**config.mk**
```make
export PLATFORM = sky130hd
export DESIGN_NAME = pattern_detect_fsm_flat
export DESIGN_NICKNAME = d
export VERILOG_FILES = /design/src/rtl/pattern_detect_pkg.sv /design/src/rtl/pattern_detect_if.sv /design/src/rtl/pattern_detect_cnt.sv /design/src/rtl/pattern_detect_fsm.sv /design/src/flat_wrapper.sv
export SDC_FILE = /design/constraint.sdc
export NUM_CORES = 1
export LEC_CHECK = 0
export ABC_AREA = 1
export CAP_MARGIN = 20
export CORE_AREA = 4 4 41 43
export DETAILED_ROUTE_END_ITERATION = 6
export DIE_AREA = 0 0 45 47
export GPL_ROUTABILITY_DRIVEN = 0
export GPL_TIMING_DRIVEN = 0
export REMOVE_ABC_BUFFERS = 1
export SLEW_MARGIN = 5
export SYNTH_ARGS = -nofsm -noshare
export SYNTH_HDL_FRONTEND = slang
export SYNTH_SLANG_ARGS = --single-unit
```
**constraint.sdc**
```tcl
create_clock -name clk -period 2.37 [get_ports clk]
set_input_delay 0.3555 -clock clk [delete_from_list [all_inputs] [get_ports clk]]
set_output_delay 0.3555 -clock clk [all_outputs]
set_load 0.1 [all_outputs]
```
**src/rtl/pattern_detect_pkg.sv**
```systemverilog
// rtl/pattern_detect_pkg.sv - shared state sizing, S_0 encoding and transition-table builder
package pattern_detect_pkg;

  localparam int S_0 = 0;

  function automatic int state_w(input int pat_w);
    return $clog2(pat_w + 1);
  endfunction

  // Next state from S_k on bit b: longest suffix of (k-bit prefix, b) that is a pattern prefix.
  // k == pat_w is S_MATCH; the suffix length is capped at pat_w so this stays proper there.
  function automatic int fallback(input logic [15:0] pat, input int pat_w, input int k,
                                  input logic b);
    int best;
    best = 0;
    for (int l = 1; l <= pat_w; l++) begin
      if (l <= k + 1) begin
        logic ok;
        ok = 1'b1;
        for (int m = 0; m < l; m++) begin
          int j;
          logic sb;
          j = k + 1 - l + m;
          if (j == k) sb = b;
          else sb = pat[pat_w - 1 - j];
          if (sb != pat[pat_w - 1 - m]) ok = 1'b0;
        end
        if (ok) best = l;
      end
    end
    return best;
  endfunction

endpackage

```
**src/rtl/pattern_detect_if.sv**
```systemverilog
// rtl/pattern_detect_if.sv - serial input, counter clear and detector status bundle
interface pattern_detect_if #(
  parameter int PAT_W = 4,
  parameter int CNT_W = 8
);
  logic                         in_valid;
  logic                         in;
  logic                         cnt_clr;
  logic                         match;
  logic [$clog2(PAT_W+1)-1:0]   progress;
  logic [CNT_W-1:0]             match_cnt;

  modport master (output in_valid, in, cnt_clr, input match, progress, match_cnt);
  modport slave  (input in_valid, in, cnt_clr, output match, progress, match_cnt);
endinterface

```
**src/rtl/pattern_detect_cnt.sv**
```systemverilog
// rtl/pattern_detect_cnt.sv - saturating match counter with clear priority over increment
module pattern_detect_cnt #(
  parameter int CNT_W = 8
) (
  input  logic             clk,
  input  logic             reset,
  input  logic             clr,
  input  logic             inc,
  output logic [CNT_W-1:0] cnt
);

  always_ff @(posedge clk) begin
    if (reset || clr) cnt <= '0;
    else if (inc && (cnt != '1)) cnt <= cnt + CNT_W'(1);
  end

endmodule

```
**src/rtl/pattern_detect_fsm.sv**
```systemverilog
// rtl/pattern_detect_fsm.sv - serial pattern detector FSM; PATTERN_DETECT_CNT_EN adds the match counter
module pattern_detect_fsm
  import pattern_detect_pkg::*;
#(
  parameter int             PAT_W   = 4,
  parameter logic [PAT_W-1:0] PATTERN = 4'b1011,
  parameter bit             OVERLAP = 1'b1,
  parameter int             CNT_W   = 8
) (
  input logic              clk,
  input logic              reset,
  pattern_detect_if.slave  bus
);

  localparam int SW = state_w(PAT_W);
  localparam int NS = 1 << SW;
  localparam logic [SW-1:0] S_MATCH = SW'(PAT_W);

  logic [SW-1:0] state, state_nxt;
  logic [SW-1:0] nxt_tab [NS][2];
  logic [SW-1:0] prog_tab [NS];
  logic          enter_match;

  // Unreachable encodings reuse the S_0 row, and without overlap S_MATCH does too.
  for (genvar s = 0; s < NS; s++) begin : g_row
    localparam int K = (s > PAT_W || (s == PAT_W && !OVERLAP)) ? S_0 : s;
    assign prog_tab[s] = SW'((s > PAT_W) ? S_0 : s);
    for (genvar b = 0; b < 2; b++) begin : g_bit
      assign nxt_tab[s][b] = SW'(fallback(16'(PATTERN), PAT_W, K, 1'(b)));
    end
  end

  always_ff @(posedge clk) begin
    if (reset) state <= SW'(S_0);
    else state <= state_nxt;
  end

  always_comb begin
    state_nxt = state;
    if (bus.in_valid) state_nxt = nxt_tab[state][bus.in];
  end

  always_comb begin
    bus.progress = prog_tab[state];
    bus.match    = (prog_tab[state] == S_MATCH);
  end

  assign enter_match = bus.in_valid && (state_nxt == S_MATCH);

`ifdef PATTERN_DETECT_CNT_EN
  logic [CNT_W-1:0] cnt_q;

  pattern_detect_cnt #(.CNT_W(CNT_W)) u_cnt (
    .clk   (clk),
    .reset (reset),
    .clr   (bus.cnt_clr),
    .inc   (enter_match),
    .cnt   (cnt_q)
  );

  assign bus.match_cnt = cnt_q;
`else
  wire unused_cnt = &{1'b0, bus.cnt_clr, enter_match};
  assign bus.match_cnt = '0;
`endif

endmodule

```
**src/flat_wrapper.sv**
```systemverilog
// flat-port wrapper written by rule: the top's interface ports become plain ports
module pattern_detect_fsm_flat import pattern_detect_pkg::*;
#(
  parameter int             PAT_W   = 4,
  parameter logic [PAT_W-1:0] PATTERN = 4'b1011,
  parameter bit             OVERLAP = 1'b1,
  parameter int             CNT_W   = 8
)
  (clk, reset, bus_in_valid, bus_in, bus_cnt_clr, bus_match, bus_progress, bus_match_cnt);
  pattern_detect_if #(.PAT_W(PAT_W), .CNT_W(CNT_W)) bus_i ();
  input logic clk;
  input logic reset;
  input wire logic [$bits(bus_i.in_valid)-1:0] bus_in_valid;
  input wire logic [$bits(bus_i.in)-1:0] bus_in;
  input wire logic [$bits(bus_i.cnt_clr)-1:0] bus_cnt_clr;
  output wire logic [$bits(bus_i.match)-1:0] bus_match;
  output wire logic [$bits(bus_i.progress)-1:0] bus_progress;
  output wire logic [$bits(bus_i.match_cnt)-1:0] bus_match_cnt;
  assign bus_i.in_valid = bus_in_valid;
  assign bus_i.in = bus_in;
  assign bus_i.cnt_clr = bus_cnt_clr;
  assign bus_match = bus_i.match;
  assign bus_progress = bus_i.progress;
  assign bus_match_cnt = bus_i.match_cnt;
  pattern_detect_fsm #(.PAT_W(PAT_W), .PATTERN(PATTERN), .OVERLAP(OVERLAP), .CNT_W(CNT_W)) u_core (.clk(clk), .reset(reset), .bus(bus_i));
endmodule
```
==> impl_results.md <==
* Clk buf depth at 2
* Synthesis-to-finish area growth at 35.4%
* Synth area leader: dfxtp_1
* Crit path max fanout at 4
* Maxcap violations at 0
* Power Total at 235 uW
* Fin crit period at 2210 ps
* Cell Rows at 13
* CP Capture Type: output port
* Number of synthesized flops with an enable pin at 0
* N_diodes at 0
* Critical path class: reg -> out
* Initial core utilization at 18.8%
* Final setup TNS at 0 ps
* Clock latency on the worst-skew pair at 230 ps
* Status: finished, final reports clean
* Die area at 2120 um^2
* Fin util at 25.4%
* Final net count at 55
* CTS tree: done
* F_max at 0.452 GHz
* Worst setup margin at 157 ps
* Post-place setup slack at 313 ps
* Register area share after synthesis at 24.6%
* Vias in the first global route at 181
* Root buffer cell: clkbuf_4
* Most flop-heavy register: u_core.state
* WP data required at 2010 ps
* Final hold vios at 0
* Core area at 1300 um^2
* Async SR Flop Fraction at 0%
* Non-Filler Instances at 64
* Post-Route WL at 449 um
* DRC at 0
* Synth Register Bits at 3
* Chip Height at 47 um
* Clock transition at the registers of the reported paths at 30 ps
* DRT iter0 DRCs at 3
* Total GRT Usage at 5.37%
* Vias per cell at 3.44
* First-pass GRT wire length at 738 um
* Most frequent cells after synthesis: buf_4, inv_1, nand2_1
* Layout cells sized above 1 at 12.2%
* Synthesized cell area at 244 um^2
* Ratio of total power to cell area at 710 nW/um^2
* CTS Buf Count at 3
* Setup Fix Bufs, Post-CTS at 0
* Drt pass-1 iters at 2
* Worst VDD drop at 0.331 mV
* Clk sinks at 3
* Critical Path Source Type: flip-flop
* Antenna viol nets, final at 0
* Gr ovfl total at 0
* Cells after Synth at 39
* Biggest regs: u_core.state (3)
* Relative slew slack at 35.5%
* H-tree Lvls at 1
* Die width at 45 um
* Final period utilization at 93.4%
* Min-Delay Path Class: reg -> reg
* Routed len/inst at 7.02 um
* Avg Inst Size Synth at 6.26 um^2
* Most used flip-flop cell after synthesis: dfxtp_1
* Antenna violations before repair at 0
* Layout Skew at 4.78 ps
* Synth warnings at 0
* Largest net degree at the start of global routing at 5
* Distinct cells, synth at 11
* Post-DP HPWL at 369 um
* Slew @ Worst Pin at 964 ps
* Max-slew violations at 0
* Io pins at 17
* Post-Place Cells at 60
* Lkg Pwr at 0.000213 uW
* Arrival time of the worst setup path at 1860 ps
* RSZ-0062 raised after global routing: no
* Final setup fails at 0
* Total number of vias at 220
* Max reg flops at 3
* I/O Buffers at 7
* Share of the synthesized area in the top cell type at 24.6%
* Dominant cells by area after synthesis: dfxtp_1, buf_4, inv_1, nand2_1, a21oi_2
[final timing paths]
| kind | start | endpoint | slack, ps | depth (start not counted) |
|---|---|---|---|---|
| hold reg to reg | u_core.state[0]$_SDFFE_PP0P_ | u_core.state[0]$_SDFFE_PP0P_ | 520 | 2 |
| setup reg to reg | u_core.state[0]$_SDFFE_PP0P_ | u_core.state[1]$_SDFFE_PP0P_ | 1530 | 5 |
| setup / recovery | u_core.state[0]$_SDFFE_PP0P_ | bus_progress[0] | 160 | 3 |
| hold / removal | u_core.state[0]$_SDFFE_PP0P_ | u_core.state[0]$_SDFFE_PP0P_ | 520 | 2 |
[worst max-delay path, stage by stage (launching register included)]
cell,delay (ps)
dfxtp_1,370
nand2_1,90
inv_1,50
clkdlybuf4s50_1,1120
[logic make-up after synthesis]
| group | after synthesis | share of synthesized area, % |
|---|---|---|
| AO/OA/AOI/OAI | 4 | 12.3 |
| AND/OR/NAND/NOR | 14 | 23.1 |
| buffers and inverters | 17 | 38.5 |
| flip-flops | 3 | 24.6 |
| other | 1 | 1.54 |
[stage by stage]
| step | area, um^2 | hold slack [ps] |
|---|---|---|
| detailed placement | 299 | 511 |
| CTS | 325 | 517 |
| global placement | 299 | 502 |
| floorplan | 210 | 418 |
| global route | 330 | 567 |
| finish | 330 | 516 |
[area by class of cell]
cell class	count	area [um^2]
sequential	3	60.1
tap	15	18.8
multi-input combinational	26	116
fill	159	971
clock buffer	4	26.3
timing repair buffer	7	75.1
inverter	9	33.8
[layout by cell type, fill, tap and decap left out, drive strengths merged]
cell	Yosys	routed
clkbuf	0	4
inv	9	9
dfxtp	3	3
conb	1	8
a21oi	3	3
o21bai	1	1
dlymetal6s2s	0	2
clkdlybuf4s50	0	5
nand3	3	3
nand2	8	8
nor2	3	3
[routing by layer]
metal	vias up	share of wire, %	routed length [um]	GRT usage (%)
li1	118	-	-	-
met1	89	40	181	6.12
met2	13	41	183	6.50
met3	0	19	84	5.75
met4	0	0	0	1.75
met5	-	0	0	0
[report_power, final]
part / internal, uW / switching, uW / total [uW] / leakage [uW]
clock: 63.0 / 25.0 / 88.0 / 0.0000150
sequential: 53.0 / 2.08 / 55.0 / 0.0000246
combinational: 12.0 / 79.7 / 91.7 / 0.000174
[repair_timing]
item,CTS,global route
setup endpoints to repair,0,2
hold buffers,0,0
hold endpoints to repair,0,0
resized for setup,0,2
No activity file was read; power rests on OpenSTA's default activity.
